==> src/rtl/char_rom_arbiter.sv <==
// Two-client arbiter for the shared combinational character ROM port.
// Registers the ROM address, then returns the code with a requester tag two edges after the grant.
module char_rom_arbiter #(
  parameter bit          PRIO0        = 1'b1,
  parameter int unsigned STARVE_LIMIT = 4
) (
  input  logic       pclk,
  input  logic       rst_n,
  input  logic       req0,
  input  logic [7:0] xy0,
  input  logic       req1,
  input  logic [7:0] xy1,
  output logic       gnt0,
  output logic       gnt1,
  output logic [7:0] rom_xy,
  input  logic [6:0] rom_code,
  output logic       rsp_valid,
  output logic       rsp_id,
  output logic [6:0] rsp_code
);

  localparam int unsigned XY_W   = 8;
  localparam int unsigned CODE_W = 7;
  localparam int unsigned CNT_W  = 8;

  localparam logic [CNT_W-1:0]  CNT_MAX = '1;
  localparam logic [CNT_W-1:0]  LIMIT   = CNT_W'(STARVE_LIMIT);
  localparam logic [CODE_W-1:0] BLANK   = CODE_W'(7'h20);

  logic [CNT_W-1:0]  starve_cnt_q, starve_cnt_d;
  logic              last_q, last_d;
  logic              s1_valid_q, s1_valid_d;
  logic              s1_id_q, s1_id_d;
  logic [XY_W-1:0]   rom_xy_q, rom_xy_d;
  logic              rsp_valid_q, rsp_valid_d;
  logic              rsp_id_q, rsp_id_d;
  logic [CODE_W-1:0] rsp_code_q, rsp_code_d;
  logic              pick1;

  // Contention winner: starvation guard in priority mode, least-recently-granted otherwise.
  always_comb begin
    pick1 = 1'b0;
    if (PRIO0) begin
      pick1 = (starve_cnt_q == LIMIT);
    end else begin
      pick1 = ~last_q;
    end
    gnt0 = rst_n & req0 & (~req1 | ~pick1);
    gnt1 = rst_n & req1 & (~req0 | pick1);
  end

  always_comb begin
    starve_cnt_d = starve_cnt_q;
    last_d       = last_q;
    s1_valid_d   = gnt0 | gnt1;
    s1_id_d      = s1_id_q;
    rom_xy_d     = rom_xy_q;
    rsp_valid_d  = s1_valid_q;
    rsp_id_d     = rsp_id_q;
    rsp_code_d   = rsp_code_q;

    if (!req1 || gnt1) begin
      starve_cnt_d = '0;
    end else if (starve_cnt_q != CNT_MAX) begin
      starve_cnt_d = starve_cnt_q + CNT_W'(1);
    end

    if (gnt1) begin
      last_d   = 1'b1;
      s1_id_d  = 1'b1;
      rom_xy_d = xy1;
    end else if (gnt0) begin
      last_d   = 1'b0;
      s1_id_d  = 1'b0;
      rom_xy_d = xy0;
    end

    // Response fields only move when stage 1 carries a lookup; otherwise they hold.
    if (s1_valid_q) begin
      rsp_code_d = rom_code;
      rsp_id_d   = s1_id_q;
    end
  end

  always_ff @(posedge pclk or negedge rst_n) begin
    if (!rst_n) begin
      starve_cnt_q <= '0;
      last_q       <= 1'b1;
      s1_valid_q   <= 1'b0;
      s1_id_q      <= 1'b0;
      rom_xy_q     <= '0;
      rsp_valid_q  <= 1'b0;
      rsp_id_q     <= 1'b0;
      rsp_code_q   <= BLANK;
    end else begin
      starve_cnt_q <= starve_cnt_d;
      last_q       <= last_d;
      s1_valid_q   <= s1_valid_d;
      s1_id_q      <= s1_id_d;
      rom_xy_q     <= rom_xy_d;
      rsp_valid_q  <= rsp_valid_d;
      rsp_id_q     <= rsp_id_d;
      rsp_code_q   <= rsp_code_d;
    end
  end

  assign rom_xy    = rom_xy_q;
  assign rsp_valid = rsp_valid_q;
  assign rsp_id    = rsp_id_q;
  assign rsp_code  = rsp_code_q;

endmodule

==> config.mk <==
export PLATFORM = sky130hd
export DESIGN_NAME = char_rom_arbiter
export DESIGN_NICKNAME = d
export VERILOG_FILES = /design/src/rtl/char_rom_arbiter.sv
export SDC_FILE = /design/constraint.sdc
export NUM_CORES = 1
export LEC_CHECK = 0
export ABC_AREA = 1
export CAP_MARGIN = 0
export CORE_MARGIN = 1.5
export CORE_UTILIZATION = 39
export DETAILED_ROUTE_END_ITERATION = 8
export GPL_TIMING_DRIVEN = 0
export MAX_ROUTING_LAYER = met4
export PLACE_DENSITY = 0.72
export RECOVER_POWER = 25
export SLEW_MARGIN = 20
export SYNTH_ARGS = -nofsm -noshare
export SYNTH_HDL_FRONTEND = slang
export SYNTH_SLANG_ARGS = --single-unit
==> constraint.sdc <==
create_clock -name pclk -period 1.5 [get_ports pclk]
set_clock_uncertainty 0.05 [all_clocks]
set_input_delay 0.15 -clock pclk [delete_from_list [all_inputs] [get_ports pclk]]
set_output_delay 0.15 -clock pclk [all_outputs]
set_load 0.01 [all_outputs]
==> results.md, run 1 <==
- RSZ-0062 raised after global routing: yes
- Worst path arrival time: 1.52 ns
- Post-Syn Area: 0.00126 sq mm
- Final Hold Vio Count: 26
- Psw: 0.434 mW
- Synthesis warning total: 0
- Max Slew Vio Count: 0
- Core area: ~0.003 sq mm
- Initial DRC Count: 56
- DRT met1 WL: about 1200 microns
- Layout area overhead: 54.5%
- Cell variety after synth: 19
- CP max FO: 2
- Largest net degree at the start of global routing: 31
- Commonest non-fill, non-tap cells in the layout: 42 x nand2_1, 34 x clkdlybuf4s50_1, 25 x dfrtp_1
- DRC errors left: 0
- Worst hold path class: input pin to asynchronous set/reset pin
- Routed Antenna Nets: 0
- Tot Pwr: approximately 1.6 mW
- Cell taking the most area after synthesis: dfrtp_1
- Failing checks: negative hold slack, negative setup slack
- Post-DR wirelength/cell: between 10 and 15 microns
- Die Ht: 59.8 microns
- Detail Route met3 WL: about 120 microns
- Combinational power share: 27.3%
- Gpl congestion: 0.787
- Total track usage: a little under a fifth
- CTS Sinks: 27
- Commonest non-fill, non-tap cell in the layout: nand2_1
- GR Overflow Total: 0
- Most used cell, CP: buf_6
- ANT cells: 0
- Final Net Count: between 200 and 250
- MaxCap Viol Count: 0
- Chip width: around 60 microns
- CP max-delay cell: dfrtp_1
- Internal power: ~1.2 mW
- Min cycle time layout: between 1.5 and 2 ns
- DP Wirelength: about 2200 microns
- Switch share: a little over a quarter
- Share of layout cells above drive strength 1: between 20 and 30%
- Critical path type: flip-flop to output pin
- IO Pins: 46
- Post-Syn Instances: between 100 and 150
- Worst path cell trace: inv_2, ha_4, nand3_4, o21ai_4, nand2_2, buf_6, inv_4, buf_6
- Post-Route WL: approximately 3100 microns
- Initial antenna violation count: 0
- CTS tree: yes
- LEAKAGE: approximately 0.95 nW
- Syn_nets: between 150 and 200
- Clock root buffer: clkbuf_4
- Top cells by area, synth: dfrtp_1 52%, nand2_1 15%, mux2_2 7.2%
- Routed vias/inst: roughly 4.7
- Pre-antenna DRT Iters: 4
- Clk_lat worst skew: 0.33 ns
- CP Launch Type: flip-flop
- H-tree depth: 1
- Peak supply drop: around 370 uV
- DR WL met2: between 1500 and 2000 microns
- Critical path capture point type: output pin
- Final Hold Slack: -0.232 ns
- Run status: finished with violations
- CTS Buf Count: 3
- WP data required: 1.30 ns
- Synthesis-stage register bit count: 27
- Die area: 0.00358 sq mm
- TNS Setup: -1.79 ns
- Final setup violation count: 10
- Slack of the critical path: -0.222 ns
- Fmax: 581 MHz
- Vias in the first global route: 1122
- Final core utilization: a little under two thirds
- Post-synthesis sequential area ratio: a little over half
- Number of buffers added on ports: 45
- Syn Area/Cell: 8.93 sq um
- Clk pwr share: ~20%
- Area share of the largest cell type after synthesis: 51.7%
- Seq pwr share: a little over half
- Clk slew on worst S/H paths: around 0.14 ns
- Vias: roughly 1200
- Pwr dens: around 800 mW/mm^2
- CTS Buffer Depth: 2
- Starting Density: about two fifths
- Max layer used: met4
- First-pass GRT wire length: about 4700 microns
- Final period util: 115%
- CP peak stage delay: 0.41 ns
- Slew HR: between 50% and 60%
- Worst Tran Pin Value: roughly 0.64 ns
- Number of cell rows: 20
## metal layers
layer	global-route usage, %	up-vias
met5	-	-
met4	7.62	0
met3	3.25	7
met2	32.3	28
met1	20.2	549
li1	-	573
## through the flow
step	hold WS, ns	instance area (sq um)	setup slack (ns)	cells
after detailed placement	0.164	1760	-0.538	230
after global placement	0.306	1760	-1.34	230
after floorplan	-0.196	1260	0.0199	141
final	-0.232	1940	-0.222	244
after global routing	-0.185	1940	-0.313	244
after CTS	-0.209	1870	-0.238	242
## timing repair
item / 4_1_cts / 5_1_grt
gates resized for setup: 19 / 23
pin swaps: 4 / 6
setup buffers: 9 / 2
endpoints found under the hold margin: 26 / 26
endpoints found under the setup margin: 19 / 24
## power groups by stage
stage / clock [mW] / sequential (mW) / combinational (mW)
3_5_place_dp: 0 / 0.854 / 0.391
4_1_cts: 0.328 / 0.839 / 0.422
6_report: 0.318 / 0.837 / 0.433
5_1_grt: 0.359 / 0.846 / 0.471
2_1_floorplan: 0 / 0.879 / 0.122
3_3_place_gp: 0 / 0.848 / 0.383
## path summary, 6_finish.rpt
path	start	endpoint	slack, ns	cells after the start
min in group pclk	rsp_valid_d	rsp_valid	0.34	0
worst max register to register	starve_cnt_q[0]	rom_xy[1]	-0.19	12
worst max-delay path	starve_cnt_q[0]	gnt1	-0.22	8
worst min register to register	rsp_valid_d	rsp_valid	0.34	0
max in group asynchronous	rst_n	starve_cnt_q[5]	1.18	1
worst min-delay path	rst_n	rsp_id	-0.23	1
## synthesized netlist by cell type
master,count
nor2_1,12
dfrtp_1,26
buf_6,1
clkinv_1,2
ha_1,2
o21ai_0,3
o21ai_4,1
nand2_2,2
dfstp_2,1
a21oi_1,4
nor3_1,3
xor2_1,2
nand3_1,14
nand3_2,1
mux2_2,8
clkbuf_1,1
nand2_1,50
o21ai_2,1
inv_1,7
## cell type report
type	instances	area [sq um]
Multi-Input combinational cell	103	593
Tap cell	44	55.1
Clock buffer	4	26.3
Buffer	2	15.0
Inverter	9	36.3
Fill cell	257	1110
Timing Repair Buffer	55	541
Sequential cell	27	678
## registers in the layout (all words and copies together) (netlist names)
signal / flops
s1_id_q: 1
rsp_valid: 1
rsp_code: 7
starve_cnt_q: 8
rsp_valid_d: 1
rom_xy: 8
rsp_id: 1
## kinds of logic after synthesis
| family | Yosys count | share of synthesized area, % |
|---|---|---|
| simple gates | 82 | 27.0 |
| flops | 27 | 53.8 |
| buf+inv | 11 | 3.88 |
| compound gates | 9 | 4.77 |
| mux | 8 | 7.16 |
| xor+xnor | 2 | 1.39 |
| fa+ha+maj | 2 | 1.99 |
## critical path: cells and delay by family, from the launching register on
kind,cells,cell delay (ns)
flip-flops,1,0.41
adder cells (fa/ha/maj),1,0.14
buffers and inverters,4,0.33
AND/OR/NAND/NOR,2,0.16
AO/OA/AOI/OAI,1,0.15
Note: power is estimated with default switching activity, not from simulation.
==> run 2: changes to the inputs <==
--- a/config.mk
+++ b/config.mk
@@ -10,9 +10,10 @@
 export CORE_MARGIN = 1.5
 export CORE_UTILIZATION = 39
 export DETAILED_ROUTE_END_ITERATION = 8
+export GPL_ROUTABILITY_DRIVEN = 0
 export GPL_TIMING_DRIVEN = 0
 export MAX_ROUTING_LAYER = met4
-export PLACE_DENSITY = 0.72
+export PLACE_DENSITY = 0.81
 export RECOVER_POWER = 25
 export SLEW_MARGIN = 20
 export SYNTH_ARGS = -nofsm -noshare
==> run 2 against run 1 <==
The flow finishes with violations (negative setup slack). Clock power is 1% higher. First-iteration DRC count decreased by 11%. Combinational power grew 3%. Total power is 0.87% higher. Count of clock-buffer cells in the layout decreased by 1. Cell area up 3.2%. Largest cell class unchanged.
==> results.md, run 2 (synthesis results as in run 1) <==
- Run status: finished with violations
- Failing checks: negative setup slack
- Place WS: -0.568 ns
- WP data required: ~1.3 ns
- Vias in the first global route: 1111
- GR Overflow Total: 0
- CTS tree: yes
- Slew HR: between 50% and 60%
- First-pass GRT wire length: 4760 microns
- Critical path type: flip-flop to output pin
- Routed Antenna Nets: 0
- Number of buffers added on ports: between 40 and 50
- Final Hold Slack: 0.249 ns
- Clk pwr share: 20.1%
- Number of cell rows: 20
- Combinational power share: around 28%
- Min cycle time layout: roughly 1.7 ns
- MaxCap Viol Count: 0
- Die Ht: approximately 60 microns
- Clock root buffer: clkbuf_4
- CTS Buf Count: 3
- Commonest non-fill, non-tap cell in the layout: nand2_1
- Starting Density: between 40% and 50%
- Critical path capture point type: output pin
- Worst path arrival time: about 1.5 ns
- Pre-antenna DRT Iters: 4
- LEAKAGE: 0.964 nW
- Tot Pwr: 1.60 mW
- Initial antenna violation count: 0
- Pwr dens: around 800 mW/mm^2
- CP max-delay cell: dfrtp_1
- ANT cells: 0
- Internal power: between 1 and 1.5 mW
- CP Launch Type: flip-flop
- Post-DR wirelength/cell: 12.9 microns
- Routed vias/inst: 4.76
- WP buf/inv: 4
- Total track usage: between 10% and 20%
- Switch share: around 28%
- Seq pwr share: a little over half
- CTS Sinks: 27
- H-tree depth: 1
- CP max FO: 2
- Final setup violation count: 19
- Crit-path leading delay family: flip-flops
- Vias: 1180
- DP Wirelength: about 2000 microns
- IO Pins: between 40 and 50
- RSZ-0062 raised after global routing: yes
- Final Hold Vio Count: 0
- Commonest non-fill, non-tap cells in the layout: 42 x nand2_1, 35 x clkdlybuf4s50_1, 26 x dfrtp_1
- Share of layout cells above drive strength 1: 24.5%
- Worst Tran Pin Value: approximately 0.65 ns
- Core area: roughly 0.0031 sq mm
- Final Net Count: roughly 230
- Clk_lat worst skew: 0.33 ns
- Post-Route WL: roughly 3200 microns
- Die area: about 0.0036 sq mm
- Max Slew Vio Count: 0
- Peak supply drop: ~370 uV
- Worst hold path class: input pin to flip-flop
- Largest net degree at the start of global routing: 27
- Final period util: 116%
- Psw: 0.442 mW
- Worst path cell trace: inv_2, ha_4, nand3_4, o21ai_4, nand2_2, buf_6, inv_2, buf_6
- Final Non-Filler Cells: 248
- CTS Buffer Depth: 2
- Fmax: 576 MHz
- Dpl cells: between 200 and 250
- Initial DRC Count: 50
- Clk slew on worst S/H paths: 0.15 ns
- CP peak stage delay: around 0.42 ns
- DRC errors left: 0
- Layout area overhead: 59.3%
- Slack of the critical path: -0.236 ns
- Chip width: about 60 microns
[run 2: changes by cell type in the layout (fill, tap and decap cells not counted), moves of 2 or more]
| cell | previous run | this run |
|---|---|---|
| a21oi_1 | 2 | 4 |
| a21oi_2 | 2 | 0 |
| clkinvlp_4 | 0 | 2 |
| nor2_1 | 9 | 11 |
| nor2_2 | 3 | 1 |
[run 2: path summary, 6_finish.rpt]
| kind | slack (ns) | from | end | cells after the start |
|---|---|---|---|---|
| worst min register to register | 0.35 | rsp_valid_d | rsp_valid | 0 |
| max in group asynchronous | 0.27 | rst_n | starve_cnt_q[1] | 3 |
| worst max register to register | -0.21 | starve_cnt_q[0] | rom_xy[3] | 12 |
| worst min-delay path | 0.25 | rst_n | rom_xy[5] | 4 |
| worst max-delay path | -0.24 | starve_cnt_q[0] | gnt1 | 8 |
| min in group asynchronous | 0.50 | rst_n | rsp_code[5] | 2 |
[run 2: worst reg2reg max path: stages, from the launching register on]
cell and delay [ns]:
dfrtp_1 0.42, inv_2 0.09, ha_4 0.14, nand3_4 0.07
o21ai_4 0.15, nand2_2 0.08, buf_6 0.12, buf_4 0.14
buf_8 0.13, nand2_2 0.05, nand2_1 0.05, nand2_1 0.06
nand2_1 0.06
[run 2: power by group through the flow]
stage / sequential [mW] / clock (mW) / combinational (mW)
after floorplan: 0.879 / 0 / 0.122
after global placement: 0.847 / 0 / 0.381
after detailed placement: 0.851 / 0 / 0.389
after CTS: 0.836 / 0.332 / 0.428
after global routing: 0.844 / 0.372 / 0.484
final: 0.835 / 0.322 / 0.444
[run 2: layer usage]
metal | vias to the layer above | routed length [microns] | global-route usage, %
met1 | 564 | 1250 | 19.4
met2 | 30 | 1760 | 34.0
met4 | 0 | 46 | 6.67
met5 | - | 0 | -
met3 | 5 | 134 | 2.81
li1 | 581 | - | -
[run 2: layout make-up]
type                    instances  area, sq um
multi-input cells             103          607
fillers                       240         1050
inverters                       9         37.5
plain buffers                   2         15.0
well taps                      44         55.1
repair buffers                 59          584
clock buffers                   3         22.5
flip-flops and latches         27          677
clock inverters                 1         7.51
[run 2: repair_timing]
action	4_1_cts	5_1_grt
endpoints found under the setup margin	19	24
endpoints found under the hold margin	26	0
hold buffers	2	0
setup buffers	7	5
pin swaps	4	6
resized for setup	20	20
cloned	0	1
[run 2: metrics by stage]
step | TNS (ns) | instance area, sq um | util (%)
global route | -4.31 | 2010 | 65.7
floorplan | 0 | 1260 | -
finish | -2.32 | 2010 | 65.7
detailed placement | -4.72 | 1760 | 57.6
global placement | -25.41 | 1760 | 57.8
CTS | -1.06 | 1900 | 62.2
==> run 3: changes to the inputs <==
--- a/config.mk
+++ b/config.mk
@@ -9,6 +9,7 @@
 export CAP_MARGIN = 0
 export CORE_MARGIN = 1.5
 export CORE_UTILIZATION = 39
+export CTS_CLUSTER_DIAMETER = 150
 export DETAILED_ROUTE_END_ITERATION = 8
 export GPL_ROUTABILITY_DRIVEN = 0
 export GPL_TIMING_DRIVEN = 0
==> results of run 3 <==
No change in the layout: final DEF, timing and power equal those of run 2.
